==> config.mk <==
export PLATFORM = sky130hd
export DESIGN_NAME = conv_scan_ctrl
export DESIGN_NICKNAME = d
export VERILOG_FILES = /design/src/rtl/conv_scan_ctrl.sv
export SDC_FILE = /design/constraint.sdc
export NUM_CORES = 1
export LEC_CHECK = 0
export ABC_AREA = 1
export BUFFER_PORTS_ARGS = -buffer_cell sky130_fd_sc_hd__buf_2
export CAP_MARGIN = 0
export CELL_PAD_IN_SITES_DETAIL_PLACEMENT = 1
export CELL_PAD_IN_SITES_GLOBAL_PLACEMENT = 1
export CORE_MARGIN = 1
export CORE_UTILIZATION = 35
export CTS_CLUSTER_SIZE = 24
export DETAILED_ROUTE_END_ITERATION = 10
export PLACE_DENSITY_LB_ADDON = 0.1
export SLEW_MARGIN = 20
export SYNTH_ARGS = -nofsm -noshare
export SYNTH_HDL_FRONTEND = slang
export SYNTH_SLANG_ARGS = --single-unit
==> constraint.sdc <==
create_clock -name clk -period 2 [get_ports clk]
set_clock_uncertainty 0.2 [all_clocks]
set_input_delay 0.1 -clock clk [delete_from_list [all_inputs] [get_ports clk]]
set_output_delay 0.1 -clock clk [all_outputs]
set_load 0.02 [all_outputs]
==> src/rtl/conv_scan_ctrl.sv <==
// Raster-scan sequencer: walks (i, j), strobes the address generator, waits out BRAM latency, handshakes patches.
// Optional macro CONV_SCAN_ROW_PRIME_EN: double addr_gen strobe at the first column of every row.
module conv_scan_ctrl #(
  parameter int IMG_W  = 28,
  parameter int IMG_H  = 28,
  parameter int RD_LAT = 2
) (
  input  logic       clk,
  input  logic       rst,
  input  logic       start,
  input  logic       patch_ready,
  output logic [4:0] i,
  output logic [4:0] j,
  output logic       addr_gen,
  output logic       patch_valid,
  output logic       busy,
  output logic       done
);

  typedef enum logic [2:0] {
    S_IDLE, S_ISSUE, S_PRIME, S_WAIT, S_HOLD, S_DONE
  } state_t;

  localparam logic [4:0] W_LAST = 5'(IMG_W - 1);
  localparam logic [4:0] H_LAST = 5'(IMG_H - 1);
  localparam logic [3:0] LAT    = 4'(RD_LAT);

  state_t     r_state, w_nxt;
  logic [3:0] r_cnt, w_cnt_nxt;
  logic [4:0] r_i, r_j, w_i_nxt, w_j_nxt;
  logic       r_addr_gen, r_patch_valid, r_busy, r_done;
  logic       w_prime;

`ifdef CONV_SCAN_ROW_PRIME_EN
  // The generator needs an extra strobe to register the row change before its window load.
  assign w_prime = (r_j == 5'd0);
`else
  assign w_prime = 1'b0;
`endif

  always_comb begin
    w_nxt     = r_state;
    w_cnt_nxt = r_cnt;
    w_i_nxt   = r_i;
    w_j_nxt   = r_j;
    case (r_state)
      S_IDLE: if (start) begin
        w_nxt   = S_ISSUE;
        w_i_nxt = 5'd0;
        w_j_nxt = 5'd0;
      end
      S_ISSUE: begin
        if (w_prime) begin
          w_nxt = S_PRIME;
        end else begin
          w_nxt     = S_WAIT;
          w_cnt_nxt = LAT;
        end
      end
      S_PRIME: begin
        w_nxt     = S_WAIT;
        w_cnt_nxt = LAT;
      end
      S_WAIT: begin
        w_cnt_nxt = r_cnt - 4'd1;
        if (r_cnt <= 4'd1) w_nxt = S_HOLD;
      end
      S_HOLD: if (patch_ready) begin
        if (r_j < W_LAST) begin
          w_j_nxt = r_j + 5'd1;
          w_nxt   = S_ISSUE;
        end else if (r_i < H_LAST) begin
          w_j_nxt = 5'd0;
          w_i_nxt = r_i + 5'd1;
          w_nxt   = S_ISSUE;
        end else begin
          w_nxt = S_DONE;
        end
      end
      S_DONE: begin
        w_nxt   = S_IDLE;
        w_i_nxt = 5'd0;
        w_j_nxt = 5'd0;
      end
      default: w_nxt = S_IDLE;
    endcase
  end

  // Outputs are registered from the next state so they line up with the state they describe.
  always_ff @(posedge clk or negedge rst) begin
    if (!rst) begin
      r_state       <= S_IDLE;
      r_cnt         <= 4'd0;
      r_i           <= 5'd0;
      r_j           <= 5'd0;
      r_addr_gen    <= 1'b0;
      r_patch_valid <= 1'b0;
      r_busy        <= 1'b0;
      r_done        <= 1'b0;
    end else begin
      r_state       <= w_nxt;
      r_cnt         <= w_cnt_nxt;
      r_i           <= w_i_nxt;
      r_j           <= w_j_nxt;
      r_addr_gen    <= (w_nxt == S_ISSUE) || (w_nxt == S_PRIME);
      r_patch_valid <= (w_nxt == S_HOLD);
      r_busy        <= (w_nxt != S_IDLE);
      r_done        <= (w_nxt == S_DONE);
    end
  end

  assign i           = r_i;
  assign j           = r_j;
  assign addr_gen    = r_addr_gen;
  assign patch_valid = r_patch_valid;
  assign busy        = r_busy;
  assign done        = r_done;

endmodule

After elaboration in Yosys (flattened, before gate mapping)
Cells that the tools add are included.

word-level totals
  bits of input ports = 4
  register bits = 21
  word-level logic and storage cells = 52

operators by class
  add/subtract/negate cells = 3
  order comparisons = 3
  eq/ne operators = 14
  mux-type cells = 16
  reduce and logical (&&, ||, !) cells = 8

operator list
  cell                                                             number
  2-to-1 mux 5 bit                                                 7
  one-hot mux 5 bit (3 select lines)                               2
  2-to-1 mux 3 bit                                                 5
  == test 3 bit (second input constant)                            4
  one-hot mux 3 bit (4 select lines)                               1
  adder 5 x 1 -> 5 bit (second input constant)                     2
  < comparator 5 bit (second input constant)                       2
  == test 3 x 2 -> 1 bit (second input constant)                   3
  != test 2 bit (second input constant)                            4
  one-hot mux 4 bit (2 select lines)                               1
  == test 3 x 1 -> 1 bit (second input constant)                   2
  nonzero test 3 bit                                               2
  AND reduction 5 bit                                              1
  less-or-equal comparator 4 x 1 -> 1 bit (second input constant)  1
  AND reduction 4 bit                                              1
  subtractor 4 x 1 -> 4 bit (second input constant)                1
  logical NOT 3 bit                                                1
  != test 3 bit (second input constant)                            1
  nonzero test 2 bit                                               1
  OR reduction 2 bit                                               1
  logical OR 1 bit                                                 1

Longest topological paths before layout
Gate-level depths: netlist (run 1).

  depth in word-level cells = 7
  depth in mapped cells = 8

Least setup slack after synthesis (run 1)
No wires, ideal clock.

  path type = register to register
  start = register r_j[0], in the netlist j[0]
  end = register r_j[1], in the netlist j[1]
  required time = 1.681 ns
  setup slack = 0.521 ns
  arrival time = 1.160 ns
  buffers on the path = 0
  period minus slack after synthesis = 1.479 ns
  stages on the path, launching flop included = 9
  path through = dfrtp_1 -> nand2_1 -> nand2_1 -> nand2_1 -> inv_1 -> nand2_1 -> nand2_2 -> nand2_1 -> nand2_1

on the way
  word-level cells in the longest chain between the ends = 4
  elaborated cells on any way between the ends = 7

ends and longest elaborated chain
  what                                                        RTL line  text
  start: declaration                                          30        logic [4:0] r_i, r_j, w_i_nxt, w_j_nxt;
  start signal: assignment                                    104       r_j <= w_j_nxt;
  adder 5 x 1 -> 5 bit or < comparator 5 bit (tied branches)  70, 69
  2-to-1 mux 5 bit                                            69        if (r_j < W_LAST) begin
  2-to-1 mux 5 bit                                            68        S_HOLD: if (patch_ready) begin
  one-hot mux 5 bit (3 select lines)                          46        case (r_state)

Parallel ways exist; a longest one is shown, timed or not. The select of a mux whose other input is x is not followed.
A chain may end at the register's enable or synchronous reset.

Final worst setup path (run 1)
Same ends and word-level chain as after synthesis.

==> summary.md, run 1 <==
| Metric | Value |
|---|---|
| Outcome | `finished clean` |
| Fill cells | `451` |
| Clock power share | `15.4%` |
| Least-Margin Pin Slew | `0.511 ns` |
| Die Area | `3710 um2` |
| Mapped Area | `1210 um2` |
| Die Y | `60.9 um` |
| Yosys top cell area share | `43.3%` |
| Row count | `21` |
| Io pins | `18` |
| Placer Congestion | `0.776` |
| Wire per inst | `11.9 um` |
| Period minus WS final | `1.60 ns` |
| Final Max Slew Viols | `0` |
| Clock sink count | `21` |
| Fmax | `0.624 GHz` |
| Sequential area share after synthesis | `43.3%` |
| CTS tree | `done` |
| Hold Violations, Final | `0` |
| GRT Overall Usage | `17.2%` |
| DR iter-0 viols | `26` |
| Final total power | `1.40 mW` |
| Vias per Instance | `4.68` |
| Synth area leaders | `dfrtp_1 43%, nand2_1 18%, nand3_1 9.1%` |
| Largest net degree at the start of global routing | `22` |
| Critical setup path kind | `flip-flop to flip-flop` |
| Unrepaired setup endpoints after global routing | `false` |
| CP max-delay cell | `dfrtp_1` |
| I/O Buffers | `17` |
| Critical Path Most Common Cell | `nand2_1` |
| Final cycle utilization of the critical path | `80.2%` |
| Root Driver | `clkbuf_4` |
| Setup violations, final | `0` |
| ANT cells | `0` |
| Seq cells post-synth | `21` |
| Max VDD drop | `0.570 mV` |
| Maxcap violations | `0` |
| Leading area contributor after synthesis | `dfrtp_1` |
| Synth cell count leaders | `58 x nand2_1, 25 x inv_1, 22 x nand3_1` |
| Internal | `779 uW` |
| Part of the power in registers | `43.0%` |
| Remaining DRCs | `0` |
| Top-count cell post-synth | `nand2_1` |
| Syn Area/Cell | `7.19 um2` |
| CTS Buf Count | `3` |
| Synth Instances | `169` |
| Clock slew at reported path FFs | `0.13 ns` |
| Post-DRT Antenna Nets | `0` |
| Fin nets | `201` |
| Clk Latency, worst-skew pair | `0.31 ns` |
| DR pass1 iterations | `4` |
| Total wire length | `2830 um` |
| Initial core utilization | `36.4%` |
| Global route overflow | `0` |
| Unique masters post-synth | `18` |
| Core ar. | `3340 um2` |
| Vias in the first global route | `1,048` |
| Bufs on Longest Clock Path | `2` |
| Net Switching | `622 uW` |
| Startpoint types | `flip-flop` |
| Hold slack | `0.0419 ns` |
| Final WS setup | `0.397 ns` |
| First-pass GRT wire length | `4660 um` |
| Layout cells sized above 1 | `15.6%` |
| H-tree levels | `1` |
| Die W | `60.9 um` |
| Slew margin rel. | `65.9%` |
| CP required | `2.01 ns` |
| Post-DP HPWL | `2200 um` |
| Area Overhead vs Synth | `15.7%` |
| Worst-path fanout max | `7` |
| Pre-CTS setup slack | `0.402 ns` |
| Initial antenna violation count | `0` |
| Buf+Inv Stages, Crit Path | `1` |
| Post-synth EDFFs | `0` |
| P_leak | `0.800 nW` |
| Top_reg_cell synth | `dfrtp_1` |
| Crit. End Element | `flip-flop` |
| WP data arrival | `1.61 ns` |
| Via count | `1,115` |
| Pwr dens | `997 nW/um2` |
| Syn Nets | `177` |
| TNS Setup | `0 ns` |
| Synthesis Warnings | `0` |
| # resized after CTS | `0` |
| Sw Ratio | `44.4%` |
| Combinational share of power | `41.7%` |
| Ys async rst share | `100%` |
| Worst min-delay path category | `primary input to flip-flop` |
| Crit-path cells | `nand2_1 -> nand2_1 -> nand2_1 -> inv_1 -> nand2_1 -> nand2_2 -> nand2_1 -> nand2_1` |
| CP delay by family, top | `simple AND/OR/NAND/NOR gates` |
| Max incr delay on CP | `0.46 ns` |
## cells by family (layout without fill, tap and decap cells)
group	Yosys count	in the layout	synth area share [%]
AND/OR/NAND/NOR	110	110	40.8
buffers and inverters	26	49	8.03
flip-flops	21	21	43.3
AO/OA/AOI/OAI	7	7	3.09
adder cells (fa/ha/maj)	4	4	4.12
XOR/XNOR	1	1	0.721
## power groups by stage
| stage | registers, mW | clock network, mW | logic (mW) |
|---|---|---|---|
| finish | 0.602 | 0.215 | 0.584 |
| global route | 0.618 | 0.243 | 0.682 |
| CTS | 0.604 | 0.233 | 0.600 |
| detailed placement | 0.614 | 0 | 0.593 |
| global placement | 0.608 | 0 | 0.578 |
| floorplan | 0.642 | 0 | 0.399 |
## registers in the layout, summed over array words and instances, names as in the netlist
name / cells
j: 5
i: 5
done: 1
patch_valid: 1
r_cnt: 4
addr_gen: 1
r_state: 3
busy: 1
## stage by stage
step | util (%) | std cells | area [um2]
finish | 42.1 | 238 | 1410
detailed placement | 40.7 | 232 | 1360
global route | 42.1 | 238 | 1410
global placement | 40.7 | 232 | 1360
CTS | 42.1 | 238 | 1410
floorplan | - | 169 | 1210
## tightest hold or removal path, delay by kind of cell
family,cells,cell delay [ns]
buffers and inverters,3,0.18
AND/OR/NAND/NOR,4,0.25
## routing by layer
metal  wire length [um]  track usage (%)  part of all wire (%)  up-vias
li1                   -                -                     -      570
met1               1280             22.7                    45      528
met2               1440             28.9                    51       13
met3                 68             1.92                   2.4        4
met4                 41             6.82                   1.4        0
met5                  0                0                     0        -
## timing repair
| action | CTS | global route |
|---|---|---|
| hold endpoints to repair | 27 | 0 |
| hold buffers | 2 | 0 |
| buffers inserted | 0 | 0 |
## final cells by class
class / instances / area (um2) / area share (%)
tap: 46 / 57.6 / 4.10
sequential: 21 / 526 / 37.4
clock buffer: 3 / 22.5 / 1.60
clock inverter: 1 / 5.00 / 0.356
timing repair buffer: 19 / 105 / 7.48
multi-input combinational: 122 / 592 / 42.1
inverter: 26 / 97.6 / 6.95
## placed cells by master, fill, tap and decap left out, types with 2 or more instances in the layout
cell type / count
inv_1: 25
nand3_1: 22
ha_1: 4
a21oi_1: 4
nand2_2: 2
buf_2: 17
dfrtp_1: 21
nand4_1: 4
dlygate4sd3_1: 2
o21ai_0: 2
clkbuf_4: 3
nor2_4: 3
nor2_1: 17
nand2_1: 58
## worst paths after layout
kind,slack [ns],depth (start not counted),startpoint,end
min reg2reg,0.37,2,r_cnt[3],r_cnt[3]
min,0.04,7,start,r_state[0]
max reg2reg,0.40,8,j[0],j[1]
min in group asynchronous,0.07,2,rst,i[4]
max,0.40,8,j[0],j[1]
max in group asynchronous,1.18,2,rst,j[1]
(Power assumes the default switching activity.)
==> run 2: changes to the inputs <==
clock period = 1.4 ns   (was 2 ns; I/O delays follow)
==> summary.md, run 2 (same netlist as run 1, synthesis figures left out) <==
| Metric | Value |
|---|---|
| Outcome | `complete, but fails checks` |
| Failing checks | `setup timing` |
| Worst-path fanout max | `5 (-2)` |
| Row count | `21 (unchanged)` |
| I/O Buffers | `17 (unchanged)` |
| Largest net degree at the start of global routing | `22 (unchanged)` |
| Total wire length | `3570 um (+26%)` |
| Placer Congestion | `0.826 (+6.5%)` |
| DR pass1 iterations | `4 (unchanged)` |
| Commonest cells after routing, fill and taps aside | `44 x nand2_1, 29 x buf_4, 20 x inv_1, 20 x nand3_1, 15 x buf_2` |
| Layout cells sized above 1 | `45.8% (+30 points)` |
| First-pass GRT wire length | `5250 um (+13%)` |
| Final Max Slew Viols | `0 (unchanged)` |
| Wire per inst | `13.1 um (+9.9%)` |
| Fmax | `0.658 GHz (+5.5%)` |
| P_leak | `0.986 nW (+23%)` |
| Fin nets | `236 (+17%)` |
| Final WS setup | `-0.120 ns (-0.517 ns)` |
| Period minus WS final | `1.52 ns (-0.0831 ns)` |
| Die Y | `60.9 um (unchanged)` |
| Die Area | `3710 um2 (unchanged)` |
| Maxcap violations | `0 (unchanged)` |
| Post-DP HPWL | `2550 um (+16%)` |
| CTS Buf Count | `3 (unchanged)` |
| Post-DRT Antenna Nets | `0 (unchanged)` |
| Bufs on Longest Clock Path | `2 (unchanged)` |
| Unrepaired setup endpoints after global routing | `true` |
| GRT Overall Usage | `19.4% (+2.1 points)` |
| DP Area | `1570 um2 (+15%)` |
| Top layer in use | `met4` |
| Area Overhead vs Synth | `52.1%` |
| Global route overflow | `0 (unchanged)` |
| WP data arrival | `1.53 ns (-0.08 ns)` |
| ANT cells | `0 (unchanged)` |
| Clk Latency, worst-skew pair | `0.31 ns (about the same)` |
| Final cycle utilization of the critical path | `109% (+28 points)` |
| Worst min-delay path category | `primary input to flip-flop` |
| Via count | `1,300 (+17%)` |
| Crit. End Element | `flip-flop` |
| Initial core utilization | `36.4% (unchanged)` |
| Least-Margin Pin Slew | `0.520 ns (+0.00868 ns)` |
| Io pins | `18 (unchanged)` |
| H-tree levels | `1 (unchanged)` |
| Pwr dens | `1400 nW/um2 (+40%)` |
| Setup violations, final | `17 (+17)` |
| DR WL met2 | `1960 um (+36%)` |
| Die W | `60.9 um (unchanged)` |
| Root Driver | `clkbuf_4` |
| M1 WL | `1520 um (+19%)` |
| Vias in the first global route | `1,247 (+19%)` |
| Leading cell type in the layout, fill and taps excluded | `nand2_1` |
| Vias per Instance | `4.76 (+1.6%)` |
| Hold Violations, Final | `0 (unchanged)` |
| Remaining DRCs | `0 (unchanged)` |
| Finished Cell Area | `1850 um2 (+32%)` |
| Critical setup path kind | `flip-flop to flip-flop` |
| CTS tree | `done` |
| Core ar. | `3340 um2 (unchanged)` |
| Slew margin rel. | `65.3% (-0.58 points)` |
| Clock slew at reported path FFs | `0.13 ns (about the same)` |
| Hold slack | `0.0197 ns (-0.0223 ns)` |
| Startpoint types | `flip-flop` |
| Met3 wire length | `54 um (-21%)` |
| CP required | `1.41 ns (-0.60 ns)` |
| Max VDD drop | `0.864 mV (+51%)` |
| Initial antenna violation count | `0 (unchanged)` |
| DR iter-0 viols | `60 (+130%)` |
| Clock sink count | `21 (unchanged)` |
run 2: cell types whose count changed in the layout (fill, tap and decap cells not counted), sizes merged:
cell	previous run	this run
buf	17	52
run 2: through the flow:
step / total power, mW / setup TNS, ns / util, % / setup slack [ns] / instances
floorplan: 1.49 / 0 / - / 0.0106 / 169
global placement: 1.96 / -0.784 / 46.9 / -0.101 / 258
detailed placement: 2.01 / -1.37 / 46.9 / -0.149 / 258
CTS: 2.45 / -1.15 / 51.1 / -0.102 / 267
global route: 2.80 / -2.85 / 55.4 / -0.205 / 273
finish: 2.59 / -1.22 / 55.4 / -0.120 / 273
run 2: area by class of cell:
type                       instances  area, um2
sequential                        21        538
clock buffer                       3       22.5
clock inverter                     1       5.00
multi-input combinational        122        719
fill                             426       1490
inverter                          26        103
timing repair buffer              54        403
tap                               46       57.6
run 2: per-layer routing:
metal / GRT usage (%) / up-vias
li1: - / 646
met1: 23.7 / 638
met2: 35.3 / 12
met3: 2.13 / 4
met4: 6.17 / 0
met5: 0 / -
run 2: worst max-delay path: stages (launching register included):
cell	delay (ns)
dfrtp_1	0.44
nor2_4	0.18
nand2_1	0.10
nand2_2	0.09
nand2_4	0.09
inv_6	0.09
nand3_4	0.10
nand2_2	0.08
nand2_2	0.05
run 2: worst paths after layout:
check / start / endpoint / slack, ns / cells after the start
setup / recovery: r_state[1] / i[0] / -0.12 / 8
hold / removal: start / r_state[0] / 0.02 / 7
setup reg to reg: r_state[1] / i[0] / -0.12 / 8
hold reg to reg: r_cnt[3] / r_cnt[3] / 0.37 / 2
max in group asynchronous: rst / r_state[2] / 0.58 / 2
min in group asynchronous: rst / i[4] / 0.05 / 2
run 2: timing repair:
item | CTS | global route
gates resized for setup | 22 | 28
gates cloned | 0 | 0
hold buffers | 2 | 0
endpoints found under the hold margin | 25 | 0
pin swaps | 2 | 14
buffers inserted | 3 | 6
endpoints found under the setup margin | 15 | 22
run 2: report_power, final:
group          internal, mW  total [mW]  leakage [nW]  switching, mW
registers             0.749       0.866         0.260          0.117
logic                 0.628        1.41         0.708          0.787
clock network         0.107       0.305        0.0177          0.198
total                  1.48        2.59         0.986           1.10
==> run 3: changes to the inputs <==
CORE_ASPECT_RATIO = 1.4   (was default)
CTS_BUF_LIST = sky130_fd_sc_hd__clkbuf_4 sky130_fd_sc_hd__clkbuf_8   (was default)
==> summary.md, run 3 (same netlist as run 1, synthesis figures left out) <==
| Metric | Value |
|---|---|
| Outcome | `complete, but fails checks` |
| Failing checks | `setup timing` |
| CP max-delay cell | `dfrtp_2` |
| Worst-path fanout max | `5 (unchanged)` |
| Clock power share | `15.0% (+3.2 points)` |
| Area Overhead vs Synth | `51.0%` |
| Setup violations, final | `16 (-1)` |
| Bufs on Longest Clock Path | `2 (unchanged)` |
| Worst Hold Depth | `7 (unchanged)` |
| Wire per inst | `14.4 um (+10%)` |
| Clock slew at reported path FFs | `0.08 ns (-0.05 ns)` |
| Slew margin rel. | `66.2% (+0.81 points)` |
| Combinational share of power | `53.8% (-0.9 points)` |
| Initial core utilization | `37.8% (+1.4 points)` |
| Global route overflow | `0 (unchanged)` |
| Vias in the first global route | `1,393 (+12%)` |
| Period minus WS final | `1.53 ns (+0.0147 ns)` |
| Final cycle utilization of the critical path | `110% (+1.0 points)` |
| Clock sink count | `21 (unchanged)` |
| Final total power | `2.84 mW (+10%)` |
| Crit-path cells | `nor2_4 -> nand2_1 -> nand2_1 -> nand2_2 -> inv_4 -> nand2_2 -> nand2_1 -> nand2_1` |
| Finished Cell Area | `1830 um2 (-0.74%)` |
| Hold Violations, Final | `0 (unchanged)` |
| Unrepaired setup endpoints after global routing | `true` |
| Post-DRT Antenna Nets | `0 (unchanged)` |
| Startpoint types | `flip-flop` |
| Fill cells | `394 (-7.5%)` |
| Maxcap violations | `0 (unchanged)` |
| Multi-input logic area | `744 um2 (+3.5%)` |
| Largest net degree at the start of global routing | `22 (unchanged)` |
| Fmax | `0.652 GHz (-0.96%)` |
| I/O Buffers | `17 (unchanged)` |
| Vias per Instance | `4.91 (+3.2%)` |
| CTS Buf Count | `3 (unchanged)` |
| Part of the power in registers | `31.2% (-2.3 points)` |
| Sw Ratio | `42.3% (-0.33 points)` |
| Worst R2R Setup Slack | `-0.13 ns (about the same)` |
| Initial antenna violation count | `0 (unchanged)` |
| First-pass GRT wire length | `5890 um (+12%)` |
| Worst min-delay path category | `primary input to flip-flop` |
| Hold_sp | `start` |
| Hold endpoint | `r_state[0]` |
| Max incr delay on CP | `0.45 ns (about the same)` |
| H-tree levels | `1 (unchanged)` |
| Fin nets | `233 (-1.3%)` |
| Row count | `24 (+14%)` |
| DR pass1 iterations | `4 (unchanged)` |
| Die W | `51.8 um (-15%)` |
| WP data arrival | `1.49 ns (-0.04 ns)` |
| R2r endpoint | `j[1]` |
| Io pins | `18 (unchanged)` |
| Critical Path Most Common Cell | `nand2_1` |
| P_leak | `1.01 nW (+2.0%)` |
| CTS tree | `done` |
| Post-DP HPWL | `2560 um (+0.73%)` |
| Root Driver | `clkbuf_8` |
| Clk Latency, worst-skew pair | `0.26 ns (-0.05 ns)` |
| CP required | `1.35 ns (-0.06 ns)` |
| Worst r2r src | `r_state[1]` |
| DR iter-0 viols | `17 (-72%)` |
| DP Area | `1560 um2 (-0.56%)` |
| Register Area | `539 um2 (+0.23%)` |
| Leading cell type in the layout, fill and taps excluded | `nand2_1` |
| Crit. End Element | `flip-flop` |
| Commonest cells after routing, fill and taps aside | `46 x nand2_1, 30 x buf_4, 21 x inv_1, 17 x buf_2, 16 x nand3_1` |
| Pwr dens | `1550 nW/um2 (+11%)` |
| Critical setup path kind | `flip-flop to flip-flop` |
| Remaining DRCs | `0 (unchanged)` |
| Final Max Slew Viols | `0 (unchanged)` |
| Final WS setup | `-0.135 ns (-0.0147 ns)` |
| Net Switching | `1.20 mW (+9.1%)` |
| Least-Margin Pin Slew | `0.508 ns (-0.0122 ns)` |
| Core ar. | `3210 um2 (-3.7%)` |
| Die Y | `71.7 um (+18%)` |
| Via count | `1,292 (-0.62%)` |
| Placer Congestion | `0.789 (-4.5%)` |
| ANT cells | `0 (unchanged)` |
| Total wire length | `3800 um (+6.4%)` |
| Reg2Reg Depth | `8 (unchanged)` |
| GRT Overall Usage | `21.0% (+1.7 points)` |
| Layout cells sized above 1 | `45.1% (-0.73 points)` |
| Max VDD drop | `1.08 mV (+25%)` |
| Internal | `1.64 mW (+11%)` |
| Die Area | `3710 um2 (about the same)` |
-- run 3: cell type report --
cell class / count / area share (%)
Clock buffer: 4 / 2.66
Tap cell: 39 / 2.66
Multi-Input combinational cell: 122 / 40.6
Inverter: 26 / 5.46
Sequential cell: 21 / 29.4
Timing Repair Buffer: 51 / 19.2
-- run 3: per-stage QoR --
stage | hold WS (ns) | util, % | setup TNS [ns] | worst slack [ns] | cells
2_1_floorplan | -0.426 | - | 0 | 0.0106 | 169
3_3_place_gp | -0.139 | 48.5 | -0.897 | -0.111 | 251
3_5_place_dp | -0.136 | 48.5 | -1.46 | -0.152 | 251
4_1_cts | 0.0947 | 53.2 | -1.08 | -0.121 | 259
5_1_grt | 0.127 | 57.1 | -3.17 | -0.210 | 263
6_report | 0.0813 | 57.1 | -1.48 | -0.135 | 263
-- run 3: how the worst max path moves through the flow --
stage               cells after the start  slack (ns)        from  endpoint
finish                                  8       -0.13  r_state[1]      j[1]
global route                            8       -0.21  r_state[1]      i[0]
CTS                                     8       -0.12  r_state[0]      j[1]
detailed placement                      8       -0.15  r_state[1]      i[1]
global placement                        8       -0.11  r_state[1]      i[1]
floorplan                               8        0.01  r_state[0]      i[4]
-- run 3: power by group through the flow --
stage / sequential (mW) / clock (mW) / combinational, mW
2_1_floorplan: 0.919 / 0 / 0.570
3_3_place_gp: 0.854 / 0 / 1.11
3_5_place_dp: 0.866 / 0 / 1.16
4_1_cts: 0.866 / 0.432 / 1.30
5_1_grt: 0.909 / 0.454 / 1.68
6_report: 0.886 / 0.428 / 1.53
-- run 3: critical path: cells and delay by family (launching register included) --
family	cells	cell delay, ns
AND/OR/NAND/NOR	7	0.67
flip-flops	1	0.45
buffers and inverters	1	0.10
-- run 3: what timing repair did --
action	CTS	global route
endpoints found under the setup margin	17	20
pin swaps	9	13
hold buffers	2	0
setup buffers	2	4
resized for setup	19	26
hold endpoints to repair	25	0
-- run 3: routing by layer --
layer,part of all wire (%),up-vias,track usage (%)
li1,-,639,-
met1,39,634,22.0
met2,58,14,42.4
met3,1.3,5,2.55
met4,0.82,0,4.80
met5,0,-,0
